--- src/rtl/max_stream_driver.sv ---
// max_stream_driver: initiator for the find-maximum operand-stream protocol.
// Buffers host operand pairs, streams them after go and returns the receiver's maximum.
module max_stream_driver #(
    parameter int DEPTH   = 8,
    parameter int AW      = 3,
    parameter int TIMEOUT = 15
) (
    input  logic       clk,
    input  logic       rst,
    input  logic       wr_en,
    input  logic [7:0] wr_a,
    input  logic [7:0] wr_b,
    input  logic [2:0] cfg_instr,
    input  logic       go,
    input  logic       stall,
    input  logic       finish,
    input  logic [7:0] maximum,
    output logic       start,
    output logic       valid,
    output logic       one_left,
    output logic [2:0] instruction,
    output logic [7:0] Data_A,
    output logic [7:0] Data_B,
    output logic       full,
    output logic       busy,
    output logic       done,
    output logic [7:0] result,
    output logic       err_timeout
);
    localparam int TW = $clog2(TIMEOUT + 1);
    localparam logic [AW:0]   FULL_CNT = (AW + 1)'(DEPTH);
    localparam logic [AW:0]   ZERO_CNT = (AW + 1)'(0);
    localparam logic [AW:0]   ONE_CNT  = (AW + 1)'(1);
    localparam logic [AW:0]   TWO_CNT  = (AW + 1)'(2);
    localparam logic [TW-1:0] TMO_LAST = TW'(TIMEOUT - 1);

    typedef enum logic [1:0] {IDLE = 2'd0, START = 2'd1, STREAM = 2'd2, WAIT = 2'd3} state_t;

    state_t        state_q, state_d;
    logic [15:0]   mem_q [DEPTH];
    logic          mem_we_s;
    logic [AW:0]   count_q, count_d, rem_q, rem_d;
    logic [AW-1:0] wr_ptr_q, wr_ptr_d, rd_ptr_q, rd_ptr_d;
    logic          bubble_q, bubble_d;
    logic [TW-1:0] tcnt_q, tcnt_d;
    logic          start_q, start_d, valid_q, valid_d, one_left_q, one_left_d;
    logic [2:0]    instr_q, instr_d;
    logic [7:0]    data_a_q, data_a_d, data_b_q, data_b_d, result_q, result_d;
    logic          full_q, full_d, busy_q, busy_d, done_q, done_d, err_q, err_d;

    // Operand-pair storage; no reset needed since count gates every read.
    always_ff @(posedge clk) begin
        if (mem_we_s) begin
            mem_q[wr_ptr_q] <= {wr_a, wr_b};
        end
    end

    // Next-state and next-output logic; outputs describe the cycle being entered.
    always_comb begin
        state_d    = state_q;
        count_d    = count_q;
        wr_ptr_d   = wr_ptr_q;
        rd_ptr_d   = rd_ptr_q;
        rem_d      = rem_q;
        bubble_d   = bubble_q;
        tcnt_d     = tcnt_q;
        mem_we_s   = 1'b0;
        start_d    = 1'b0;
        valid_d    = 1'b0;
        one_left_d = 1'b0;
        instr_d    = instr_q;
        data_a_d   = data_a_q;
        data_b_d   = data_b_q;
        result_d   = result_q;
        done_d     = 1'b0;
        err_d      = 1'b0;
        case (state_q)
            IDLE: begin
                if (wr_en && (count_q != FULL_CNT)) begin
                    mem_we_s = 1'b1;
                    wr_ptr_d = wr_ptr_q + 1'b1;
                    count_d  = count_q + 1'b1;
                end else begin
                    mem_we_s = 1'b0;
                end
                if (go && (count_q != ZERO_CNT)) begin
                    state_d  = START;
                    start_d  = 1'b1;
                    instr_d  = cfg_instr;
                    rem_d    = count_q;
                    bubble_d = (count_q == ONE_CNT);
                end else begin
                    state_d = IDLE;
                end
            end
            START, STREAM: begin
                state_d = STREAM;
                if (stall) begin
                    valid_d = 1'b0;
                end else if (bubble_q) begin
                    // A single-pair job still needs the one_left marker ahead of its beat.
                    bubble_d   = 1'b0;
                    one_left_d = 1'b1;
                end else begin
                    valid_d    = 1'b1;
                    {data_a_d, data_b_d} = mem_q[rd_ptr_q];
                    rd_ptr_d   = rd_ptr_q + 1'b1;
                    rem_d      = rem_q - 1'b1;
                    one_left_d = (rem_q == TWO_CNT);
                    if (rem_q == ONE_CNT) begin
                        state_d = WAIT;
                        tcnt_d  = TW'(0);
                    end else begin
                        state_d = STREAM;
                    end
                end
            end
            WAIT: begin
                if (finish) begin
                    result_d = maximum;
                    done_d   = 1'b1;
                    count_d  = ZERO_CNT;
                    wr_ptr_d = AW'(0);
                    rd_ptr_d = AW'(0);
                    instr_d  = 3'd0;
                    state_d  = IDLE;
                end else if (tcnt_q == TMO_LAST) begin
                    err_d    = 1'b1;
                    count_d  = ZERO_CNT;
                    wr_ptr_d = AW'(0);
                    rd_ptr_d = AW'(0);
                    instr_d  = 3'd0;
                    state_d  = IDLE;
                end else begin
                    tcnt_d = tcnt_q + 1'b1;
                end
            end
            default: begin
                state_d = IDLE;
            end
        endcase
        full_d = (count_d == FULL_CNT);
        busy_d = (state_d != IDLE);
    end

    // State and registered outputs with asynchronous reset.
    always_ff @(posedge clk or posedge rst) begin
        if (rst) begin
            state_q    <= IDLE;
            count_q    <= ZERO_CNT;
            wr_ptr_q   <= AW'(0);
            rd_ptr_q   <= AW'(0);
            rem_q      <= ZERO_CNT;
            bubble_q   <= 1'b0;
            tcnt_q     <= TW'(0);
            start_q    <= 1'b0;
            valid_q    <= 1'b0;
            one_left_q <= 1'b0;
            instr_q    <= 3'd0;
            data_a_q   <= 8'd0;
            data_b_q   <= 8'd0;
            result_q   <= 8'd0;
            full_q     <= 1'b0;
            busy_q     <= 1'b0;
            done_q     <= 1'b0;
            err_q      <= 1'b0;
        end else begin
            state_q    <= state_d;
            count_q    <= count_d;
            wr_ptr_q   <= wr_ptr_d;
            rd_ptr_q   <= rd_ptr_d;
            rem_q      <= rem_d;
            bubble_q   <= bubble_d;
            tcnt_q     <= tcnt_d;
            start_q    <= start_d;
            valid_q    <= valid_d;
            one_left_q <= one_left_d;
            instr_q    <= instr_d;
            data_a_q   <= data_a_d;
            data_b_q   <= data_b_d;
            result_q   <= result_d;
            full_q     <= full_d;
            busy_q     <= busy_d;
            done_q     <= done_d;
            err_q      <= err_d;
        end
    end

    assign start       = start_q;
    assign valid       = valid_q;
    assign one_left    = one_left_q;
    assign instruction = instr_q;
    assign Data_A      = data_a_q;
    assign Data_B      = data_b_q;
    assign full        = full_q;
    assign busy        = busy_q;
    assign done        = done_q;
    assign result      = result_q;
    assign err_timeout = err_q;
endmodule

--- config.mk ---
export PLATFORM = sky130hd
export DESIGN_NAME = max_stream_driver
export DESIGN_NICKNAME = d
export VERILOG_FILES = /design/src/rtl/max_stream_driver.sv
export SDC_FILE = /design/constraint.sdc
export NUM_CORES = 1
export LEC_CHECK = 0
export ABC_AREA = 1
export ABC_CLOCK_PERIOD_IN_PS = 2970
export CORE_AREA = 2 2 145 147
export CTS_BUF_LIST = sky130_fd_sc_hd__clkbuf_4
export DETAILED_ROUTE_END_ITERATION = 6
export DIE_AREA = 0 0 147 149
export GPL_TIMING_DRIVEN = 0
export RECOVER_POWER = 100
export SETUP_SLACK_MARGIN = 0.1
export SYNTH_ARGS = -nofsm -noshare
export SYNTH_HDL_FRONTEND = slang
export SYNTH_SLANG_ARGS = --single-unit
--- constraint.sdc ---
create_clock -name clk -period 2.97 [get_ports clk]
set_input_delay 0.7425 -clock clk [delete_from_list [all_inputs] [get_ports clk]]
set_output_delay 0.7425 -clock clk [all_outputs]
set_load 0.02 [all_outputs]
# After elaboration in Yosys (flattened, before gate mapping)
# Memories as Yosys holds them, arrays and structs flattened. A register that Yosys moved wholly into a read port is not among the register bits.
# Index checks and enable logic that the tools add are counted.
# W data, S select, Z words.
[classes] n_addsub=5 eq_ne=17 muxes=50 bitwise=2 n_reduce_logical=17
[op_table] op="$mux W4" count=11
[op_table] op="$pmux W4 S2" count=3
[op_table] op="$mux W1" count=23
[op_table] op="$mux W3" count=6
[op_table] op="$pmux W3 S2" count=3
[op_table] op="$ne A2 B2 Y1 const B" count=7
[op_table] op="$reduce_and A3 Y1" count=4
[op_table] op="$add A4 B1 Y4 const B" count=2
[op_table] op="$eq A4 B1 Y1 const B" count=2
[op_table] op="$eq A4 B4 Y1 const B" count=2
[op_table] op="$reduce_and A4 Y1" count=2
[op_table] op="$reduce_bool A2 Y1" count=4
[op_table] op="$add A3 B1 Y3 const B" count=2
[op_table] op="$pmux W2 S3" count=1
[op_table] op="$reduce_and A6 Y1" count=1
[op_table] op="$eq A2 B2 Y1 const B" count=2
[op_table] op="$eq A4 B2 Y1 const B" count=1
[op_table] op="$mux W2" count=2
[op_table] op="$ne A4 B4 Y1 const B" count=1
[op_table] op="$reduce_bool A4 Y1" count=1
[op_table] op="$sub A4 B1 Y4 const B" count=1
[op_table] op="$ne A3 B3 Y1 const B" count=1
[op_table] op="$eq A2 B1 Y1 const B" count=1
[op_table] op="$logic_and A1 B1 Y1" count=2
[op_table] op="5 further kinds" count=6
[totals] register_bits=39 ramBits=128 inputBits=33 output_inout_bits=34 wordCells=108 n_memories=1
[memory_table] memory="mem_q" words=8 width=16 read_ports=1 rd_ports_with_merged_regs=1 wr=1 line_no="40" source="logic [15:0] mem_q [DEPTH];"

# Logic depth before layout (Yosys ltp)
# Gate-level depths: netlist (run 1).
[depth] ltp_word=6 depth_mapped=10 mapped_depth_nobuf=9

# Worst setup path before layout (run 1)
# No wires, ideal clock.
[synth_path] kind="register -> register" startpoint="reg count_q[0]" endpoint="mem mem_q[0][0], enable pin" arrival_ns=1.839 setup_slack_ns=0.742 stages_incl_launch_ff=8 synth_period_minus_slack_ns=2.228 path_cell_list="dfrtp_1 -> inv_1 -> ha_1 -> nand3_1 -> nand2_1 -> nor2_1 -> nand2_1 -> nor2_1"
[synth_between] elab_chain_len=6
[synth_lines] item="start, declared" line_no="42" source="logic [AW:0] count_q, count_d, rem_q, rem_d;"
[synth_lines] item="start signal, assigned" line_no="169" source="count_q <= count_d;"
[synth_lines] item="$ne A4 B4 Y1" line_no="79" source="if (wr_en && (count_q != FULL_CNT)) begin"
[synth_lines] item="$logic_and A1 B1 Y1" line_no="79"
[synth_lines] item="$mux W1" line_no="79"
[synth_lines] item="$mux W1" line_no="77" source="case (state_q)"
[synth_lines] item="$mux W1" line_no="53" source="if (mem_we_s) begin"
[synth_lines] item="$mux W1 (implied by the code)" line_no="54" source="mem_q[wr_ptr_q] <= {wr_a, wr_b};"
[synth_lines] item="end, declared" line_no="40"
# Every way passes these cells.

# Worst setup path in the final report (run 1)
[layout_path] startpoint="reg count_q[0]" endpoint="mem mem_q[6][15], enable pin"
# Same word-level chain as after synthesis.

==> results of run 1 <==
-- cell type report --
class / count / area (um^2)
Antenna cell: 1 / 2.50
Multi-Input combinational cell: 416 / 2020
Inverter: 31 / 116
Buffer: 30 / 170
Timing Repair Buffer: 75 / 748
Clock inverter: 12 / 141
Tap cell: 275 / 344
Fill cell: 1957 / 11600
Sequential cell: 183 / 5220
Clock buffer: 20 / 150
-- cells in the final DEF (no fill, tap or decap), types with 4 or more instances in the layout --
cell,instances
dfrtp_1,55
nor2_1,113
ha_1,12
a21oi_1,7
buf_2,14
inv_1,28
clkbuf_4,20
buf_6,4
edfxtp_1,128
clkdlybuf4s50_1,15
xor2_1,4
clkbuf_2,8
o21ai_0,60
nand2_1,110
o21ai_1,24
dlygate4sd3_1,51
inv_6,4
nand3_1,41
clkbuf_1,8
o211ai_1,33
-- cells by family after synthesis --
kind of cell             Yosys count  share of synthesized area (%)
XOR/XNOR                           5                          0.579
AND/OR/NAND/NOR                  272                           14.6
AO/OA/AOI/OAI                    127                           9.94
buffers and inverters             61                           3.97
flip-flops                       183                           69.0
adder cells (fa/ha/maj)           12                           1.98
-- power groups by stage --
stage / clock (uW) / sequential [uW] / combinational (uW)
global route: 1540 / 3530 / 3510
detailed placement: 0 / 3540 / 3340
finish: 1400 / 3470 / 3140
global placement: 0 / 3540 / 3190
floorplan: 0 / 3740 / 1800
CTS: 1440 / 3480 / 3350
-- state kept, by name (all words and copies together), names as in the netlist, 2 cells and up --
signal and flops:
tcnt_q 4, mem_q 128, rd_ptr_q 3, wr_ptr_q 3
state_q 2, Data_A 8, Data_B 8, count_q 4
instruction 3, rem_q 4, result 8
-- per-layer routing --
| metal | vias to the layer above | wire, um |
|---|---|---|
| li1 | 2488 | - |
| met3 | 21 | 1150 |
| met1 | 2424 | 7910 |
| met2 | 179 | 8480 |
| met4 | 0 | 315 |
| met5 | - | 0 |
-- critical path, stage by stage (launching register included) --
cell and delay [ps]:
dfrtp_1 480, inv_1 100, ha_1 230, nand3_1 120, nand2_1 110, nor2_1 180
nand2_1 160, nor2_1 420, clkbuf_2 490
-- through the flow --
step | total power (uW) | hold slack, ps | setup TNS [ps] | utilization [%] | std cells
2_1_floorplan | 5550 | 453 | 0 | - | 660
3_3_place_gp | 6740 | 463 | -94210 | 41.7 | 1001
3_5_place_dp | 6880 | 466 | 0 | 42.7 | 1010
4_1_cts | 8270 | 502 | 0 | 44.1 | 1042
5_1_grt | 8580 | 518 | 0 | 43.3 | 1043
6_report | 8010 | 490 | 0 | 43.3 | 1043
-- final timing paths --
path | startpoint | end | slack [ps] | depth (start not counted)
max | count_q[0]$_DFF_PP0_ | mem_q[6][15]$_DFFE_PP_ | 330 | 8
max in group asynchronous | rst | Data_A[7]$_DFFE_PP0P_ | 710 | 3
min | Data_A[7]$_DFFE_PP0P_ | Data_A[7]$_DFFE_PP0P_ | 490 | 2
min in group asynchronous | rst | Data_B[0]$_DFFE_PP0P_ | 970 | 2
min reg2reg | Data_A[7]$_DFFE_PP0P_ | Data_A[7]$_DFFE_PP0P_ | 490 | 2
max reg2reg | count_q[0]$_DFF_PP0_ | mem_q[6][15]$_DFFE_PP_ | 330 | 8
==> results.cfg, run 1 <==
[detailed_routing]
post_drt_via_cell_ratio = 4.90
finalWirelength_um = 17800
route.vias.total = 5112
drt_drc_violations_left = 0
antenna_left = 0
wire_per_inst_um = 17.1
detailedRoute.firstIterationViolations = 346
first_pass_iters = 5

[clock_network]
clk_pin_slew_worst_paths_ps = 130
clock_tree.buffer_depth = 2
cts-root-buf = clkbuf_4
cts.repair_timing.setup_buffer_count = 0
htree_levels = 4
cts-resized-gates = 0
cts-buffers-inserted = 17
clock_tree_from_tritoncts = yes
worst_skew_late_latency_ps = 570
postCtsHoldBufs = 0
cts_num_sinks = 183

[placement]
post-place-ws_ps = 94.6
detailedPlacementHpwl_um = 11900
dpl_cell_area_um2 = 8770
place.gp.congestion = 0.778
place.port_buffers = 66

[logic_synthesis]
yosys_warnings = 0
post_synth_inst_count = 660
synth.top_cells.by_area = edfxtp_1 (51%), dfrtp_1 (18%), nor2_1 (5.7%), nand2_1 (5.4%), o21ai_0 (3.5%)
synth_top_cell_area_share_pct = 50.8
ys_async_sr_fraction_pct = 30.1
yosys-top-cells-count = edfxtp_1 (128), nor2_1 (114), nand2_1 (108)
synth-main-ff-cell = edfxtp_1
mappedNetlistNets = 705
synth_enable_flop_cells = 128
ys_seq_area_share_pct = 69.0
synth_largest_area_cell = edfxtp_1
mappedNetlistArea_um2 = 7570
number_of_register_bits_inferred_by_synthesis = 183
most_instantiated_library_cell_after_synthesis = edfxtp_1
syn-mean-instance-area_um2 = 11.5
netlist-cell-type-count = 31

[grt]
groute.layer.met3.usage_pct = 3.18
global_route.usage.met2_pct = 27.7
largest_net_degree_at_the_start_of_global_routing = 33
grt_pass1_vias = 4882
overflow = 0
antenna_found_initial = 1
first_pass_grt_wire_length_um = 27800
grt_use_total_pct = 17.0
grt.met1_usage_pct = 22.9
grt_busiest_layer = met2

[sta]
max-slew-margin-rel_pct = 10.6
final_min_period_over_clock_period_pct = 88.8
grt_setup_unrepaired = no
skew_ps = 16.6
final_hold_viols = 0
final-setup-viol-count = 0
finalCriticalPeriod_ps = 2640
worst_slew_pin_slew_ps = 1340
post-route-worst-setup-slack_ps = 334
clock.fmax_mhz = 379
final-max-slew-violation-count = 0

[floorplan]
core_region_area_um2 = 20600
starting_utilization_of_the_core_area_pct = 36.8
dieWidth_um = 147
design.die.area_um2 = 21900
pin_count = 67
rows = 53
die_h_um = 149

[pwr]
sequentialPowerShare_pct = 43.3
p_sw_uw = 3140
power.density_cell_area_nw_per_um2 = 899
power.share.switching_pct = 39.2
power_frac_clock_pct = 17.4
share_comb_of_total_power_pct = 39.2
leakage_uw = 0.00348
power_report.internal_total_uw = 4870
power.ir.vdd_worst_uv = 486

[final_layout]
area_growth_pct = 17.7
finish.net_count = 799
postLayoutCellArea_um2 = 8910
layout_cells_sized_above_1_pct = 9.13

[worst_setup_path]
setup.worst_path.end_class = flop
critPathLaunchType = flop
path_class = flop to flop
cp_max_fo = 12
cp_data_arrival_time_ps = 2860
cp_data_required_time_ps = 3190

[run_status]
run_status = finished clean

[job]
max-cap-violations = 0

[worst_hold_path]
min-delay-path-class = flop to flop
Note: power is estimated with default switching activity, not from simulation.
==> run 2: changes to the inputs <==
--- a/config.mk
+++ b/config.mk
@@ -14,6 +14,7 @@
 export GPL_TIMING_DRIVEN = 0
 export RECOVER_POWER = 100
 export SETUP_SLACK_MARGIN = 0.1
+export SLEW_MARGIN = 40
 export SYNTH_ARGS = -nofsm -noshare
 export SYNTH_HDL_FRONTEND = slang
 export SYNTH_SLANG_ARGS = --single-unit
==> run 2 against run 1 <==
  * The flow now finishes with violations (max-capacitance violations, max-slew violations)
  * Setup slack better by 24 ps
  * Critical path depth unchanged
  * Wire length up 0.75%
  * Clock power about the same
  * Total power up 1.3%
  * Register-to-register slack better by 20 ps
  * Final area up 1.3%
  * Cell count unchanged
  * Core utilization up 0.58 points
  * Global-route usage about the same
  * Critical path type unchanged
  * Largest power group unchanged
==> results.cfg, run 2 (same netlist as run 1, synthesis figures left out) <==
[clock_network]
clock_tree_from_tritoncts = yes
cts-buffers-inserted = 17
cts-root-buf = clkbuf_4
postCtsHoldBufs = 0
cts.repair_timing.setup_buffer_count = 0
cts-resized-gates = 0
cts_num_sinks = 183
clk_pin_slew_worst_paths_ps = 160
clock_tree.buffer_depth = 2
worst_skew_late_latency_ps = 580
htree_levels = 4

[grt]
overflow = 0
antenna_found_initial = 1
global_route.usage.met2_pct = 27.3
groute.layer.met3.usage_pct = 3.09
grt_use_total_pct = 17.0
grt_pass1_vias = 4775
first_pass_grt_wire_length_um = 27500
grt.met1_usage_pct = 23.2
grt_busiest_layer = met2
largest_net_degree_at_the_start_of_global_routing = 33

[pwr]
power_frac_clock_pct = 17.5
power.ir.vdd_worst_uv = 412
power_report.internal_total_uw = 4920
power.density_cell_area_nw_per_um2 = 899
p_sw_uw = 3200
design_power_total_uw = 8120
share_comb_of_total_power_pct = 39.7
sequentialPowerShare_pct = 42.8
leakage_uw = 0.00351
power.share.switching_pct = 39.4

[run_status]
run_status = complete, but fails checks
failing_checks = max-capacitance violations, max-slew violations

[detailed_routing]
wire_per_inst_um = 17.2
detailedRoute.firstIterationViolations = 389
route.vias.total = 5116
drt_drc_violations_left = 0
antenna_left = 0
finalWirelength_um = 18000
post_drt_via_cell_ratio = 4.91
first_pass_iters = 5

[sta]
final_min_period_over_clock_period_pct = 88.0
final-max-slew-violation-count = 32
finalCriticalPeriod_ps = 2610
fin_setup_tns_ps = 0
holdWs_ps = 490
skew_ps = 22.4
max-slew-margin-rel_pct = -8.06
final-setup-viol-count = 0
worst_slew_pin_slew_ps = 1610
final_hold_viols = 0
clock.fmax_mhz = 383
grt_setup_unrepaired = no

[floorplan]
rows = 53
starting_utilization_of_the_core_area_pct = 36.8
dieWidth_um = 147
die_h_um = 149
pin_count = 67
core_region_area_um2 = 20600
design.die.area_um2 = 21900

[worst_setup_path]
cp_data_arrival_time_ps = 2830
cp_data_required_time_ps = 3190
cpPeakStageDelay_ps = 530
path_class = flop to flop
timing.critical_path.cells = inv_1, ha_1, nand3_1, nand2_1, nor2_1, nand2_1, nor2_4, clkbuf_1
critPathLaunchType = flop
reg2reg_from = count_q[0]$_DFF_PP0_
setup.worst_path.end_class = flop
cp_max_fo = 9
cp_slowest_cell = clkbuf_1
crit_start = count_q[0]$_DFF_PP0_
crit_path_top_cell_by_count = nand2_1

[final_layout]
layout.area.seq_um2 = 5220
largest_reg_flops = 128
layout_cells_sized_above_1_pct = 8.74
area_growth_pct = 19.3
multiInputGateArea_um2 = 2030
regMostFlops = mem_q
layout.cells.most_common_list = edfxtp_1 (128), nor2_1 (113), nand2_1 (110)
final.fill_count = 1929
finish.net_count = 799
layout_commonest_cell = edfxtp_1

[job]
max-cap-violations = 1

[placement]
detailedPlacementHpwl_um = 11800
place.port_buffers = 66
place.gp.congestion = 0.778

[worst_hold_path]
hold_path.startpoint = Data_A[7]$_DFFE_PP0P_
min-delay-path-class = flop to flop
run 2: cell count changes in the layout (fill, tap and decap cells not counted), moves of 3 or more:
cell | previous run | this run
buf_16 | 1 | 5
buf_2 | 14 | 10
clkbuf_1 | 8 | 12
clkbuf_2 | 8 | 2
o21ai_0 | 60 | 57
o21ai_1 | 24 | 27
run 2: worst max-delay path: cells and delay by family (launching register included):
family / cells / cell delay (ps)
fa+ha+maj: 1 / 230
buf+inv: 2 / 630
flops: 1 / 480
simple gates: 5 / 910
run 2: area by class of cell:
class | instances | share of cell area (%)
buffer | 30 | 1.87
multi-input combinational | 416 | 22.4
antenna | 1 | 0.0277
timing repair buffer | 75 | 9.44
clock buffer | 18 | 1.50
inverter | 31 | 1.30
sequential | 183 | 57.8
clock inverter | 14 | 1.80
tap | 275 | 3.81
run 2: metrics by stage:
step	instances	instance area, um^2	setup slack [ps]	util, %
2_1_floorplan	660	7570	742	-
3_3_place_gp	1001	8570	-627	41.7
3_5_place_dp	1010	8840	208	43.0
4_1_cts	1042	9140	563	44.4
5_1_grt	1043	9030	223	43.9
6_report	1043	9030	358	43.9
run 2: path summary, 6_finish.rpt:
path / cells after the start / endpoint / slack [ps]
hold / removal: 2 / Data_A[7]$_DFFE_PP0P_ / 490
hold reg to reg: 2 / Data_A[7]$_DFFE_PP0P_ / 490
setup reg to reg: 8 / mem_q[5][12]$_DFFE_PP_ / 360
setup / recovery: 8 / mem_q[5][12]$_DFFE_PP_ / 360
min in group asynchronous: 2 / Data_B[7]$_DFFE_PP0P_ / 980
max in group asynchronous: 3 / Data_B[3]$_DFFE_PP0P_ / 1230
run 2: power by group through the flow:
stage               Sequential (uW)  Clock [uW]  Combinational, uW
floorplan                      3740           0               1800
global placement               3540           0               3190
detailed placement             3540           0               3400
CTS                            3490        1470               3410
global route                   3530        1570               3580
finish                         3470        1420               3220
run 2: per-layer routing:
metal	vias to the layer above	part of all wire (%)
li1	2489	-
met2	183	47
met5	-	0
met3	21	6.2
met4	0	1.9
met1	2423	45
==> run 3: changes to the inputs <==
--- a/config.mk
+++ b/config.mk
@@ -7,10 +7,10 @@
 export LEC_CHECK = 0
 export ABC_AREA = 1
 export ABC_CLOCK_PERIOD_IN_PS = 2970
-export CORE_AREA = 2 2 145 147
+export CORE_AREA = 2 2 110 192
 export CTS_BUF_LIST = sky130_fd_sc_hd__clkbuf_4
 export DETAILED_ROUTE_END_ITERATION = 6
-export DIE_AREA = 0 0 147 149
+export DIE_AREA = 0 0 112 194
 export GPL_TIMING_DRIVEN = 0
 export RECOVER_POWER = 100
 export SETUP_SLACK_MARGIN = 0.1
==> run 3 against run 2 <==
  * The flow still finishes with violations (max-capacitance violations, max-slew violations)
  * Core utilization increased by 0.15 points
  * Final area decreased by 1.4%
  * Clock-buffer cell count is 1 lower
  * Total power down 0.34%
  * Clock power hardly changed
  * Global-route usage up 0.75 points
  * Largest power group unchanged
  * Non-clock buffer count down 1
  * Largest cell class unchanged
  * Wire length up 3.7%
  * Register-to-register slack better by 30 ps
  * Fmax rose by 1.2%
  * Combinational power about the same
==> results.cfg, run 3 (same netlist as run 1, synthesis figures left out) <==
[run_status]
run_status = complete, but fails checks
failing_checks = max-capacitance violations, max-slew violations

[grt]
antenna_found_initial = 1
grt_pass1_vias = 5322
largest_net_degree_at_the_start_of_global_routing = 30
first_pass_grt_wire_length_um = 28900
overflow = 0
grt_use_total_pct = 17.7

[floorplan]
die_h_um = 194
dieWidth_um = 112
rows = 69
design.die.area_um2 = 21700
pin_count = 67
starting_utilization_of_the_core_area_pct = 37.5
core_region_area_um2 = 20200

[sta]
final-setup-viol-count = 0
max-slew-margin-rel_pct = -1.13
grt_setup_unrepaired = no
final_min_period_over_clock_period_pct = 86.9
finalCriticalPeriod_ps = 2580
worst_slew_pin_slew_ps = 1510
skew_ps = 24.3
clock.fmax_mhz = 387
final_hold_viols = 0
final-max-slew-violation-count = 30

[final_layout]
layout_commonest_cell = edfxtp_1
area_growth_pct = 17.7
layout_cells_sized_above_1_pct = 9.14
final.fill_count = 1924
layout.cells.most_common_list = edfxtp_1 (128), nor2_1 (110), nand2_1 (110)
fin_util_pct = 44.1
regMostFlops = mem_q
finish.net_count = 798
largest_reg_flops = 128

[detailed_routing]
drt_drc_violations_left = 0
detailedRoute.firstIterationViolations = 197
post_drt_via_cell_ratio = 5.15
routed.top_layer = met4
wire_per_inst_um = 18.4
met1_length_um = 7020
antenna_left = 0
route.vias.total = 5224
met2WireLength_um = 9990
finalWirelength_um = 18600
first_pass_iters = 5
met3_wirelength_um = 796

[pwr]
design_power_total_uw = 8090
power.density_cell_area_nw_per_um2 = 908
power.ir.vdd_worst_uv = 360
leakage_uw = 0.00346

[worst_setup_path]
worst_r2r_endpoint = mem_q[5][2]$_DFFE_PP_
crit_start = count_q[0]$_DFF_PP0_
cp_data_required_time_ps = 3270
reg2regPathDepth = 8
setup.worst_path.end_class = flop
critPathLaunchType = flop
reg2reg_from = count_q[0]$_DFF_PP0_
worst_setup_path_endpoint = mem_q[5][2]$_DFFE_PP_
cp_max_fo = 11
register_to_register_setup_slack_ps = 390
cp_data_arrival_time_ps = 2890
path_class = flop to flop

[clock_network]
worst_skew_late_latency_ps = 590
cts_num_sinks = 183
cts-root-buf = clkbuf_4
clock_tree.buffer_depth = 2
cts.repair_timing.setup_buffer_count = 0
clk_pin_slew_worst_paths_ps = 170
cts-buffers-inserted = 17
htree_levels = 4
clock_tree_from_tritoncts = yes
postCtsHoldBufs = 0
cts-resized-gates = 0

[placement]
place.gp.congestion = 0.848
place.port_buffers = 66
detailedPlacementHpwl_um = 12600

[job]
max-cap-violations = 1

[worst_hold_path]
min-delay-path-class = flop to flop
-- run 3: changes by cell type in the layout (fill, tap and decap cells not counted), moves of 2 or more --
cell | before | now
clkbuf_2 | 2 | 7
nor2_4 | 2 | 5
nor2_1 | 113 | 110
inv_6 | 4 | 6
buf_16 | 5 | 2
-- run 3: stage by stage --
stage	setup TNS [ps]	instance area (um^2)	hold WS, ps	worst slack, ps	instances
global route	0	8900	524	219	1015
detailed placement	0	8780	466	124	982
global placement	-90570	8540	462	-601	974
floorplan	0	7570	453	742	660
CTS	0	9060	478	522	1014
finish	0	8900	492	388	1015
-- run 3: layer usage --
metal,vias up,global-route usage (%)
met1,2522,18.7
li1,2480,-
met3,45,3.38
met5,-,0
met4,0,9.08
met2,177,33.0
-- run 3: how the worst min path moves through the flow --
stage                                     start  cells after the start  slack (ps)                     to
after detailed placement  Data_A[4]$_DFFE_PP0P_                      2         470  Data_A[4]$_DFFE_PP0P_
after global placement    result[2]$_DFFE_PP0P_                      2         460  result[2]$_DFFE_PP0P_
after global routing      Data_A[2]$_DFFE_PP0P_                      2         520  Data_A[2]$_DFFE_PP0P_
after floorplan            bubble_q$_DFFE_PP0P_                      2         450   bubble_q$_DFFE_PP0P_
after CTS                                   rst                      2         480  result[6]$_DFFE_PP0P_
final                     Data_B[1]$_DFFE_PP0P_                      2         490  Data_B[1]$_DFFE_PP0P_
-- run 3: cell type report --
cell class / instances / area, um^2 / area share, %
clock buffers: 17 / 128 / 1.43
clock inverters: 15 / 155 / 1.74
flip-flops and latches: 183 / 5220 / 58.6
repair buffers: 74 / 756 / 8.49
multi-input cells: 416 / 2050 / 23.0
plain buffers: 30 / 165 / 1.85
inverters: 31 / 118 / 1.32
diodes: 1 / 2.50 / 0.0281
well taps: 248 / 310 / 3.49
-- run 3: power by group --
part           internal (uW)  total, uW  switching, uW
sequential              3260       3480            224
clock                    451       1390            934
combinational           1080       3220           2150
-- run 3: worst max-delay path: stages (launching register included) --
cell and delay, ps:
dfrtp_1 480, inv_1 90, ha_1 220, nand3_1 120, nand2_1 110, nor2_1 200
nand2_1 210, nor2_1 630, buf_16 230
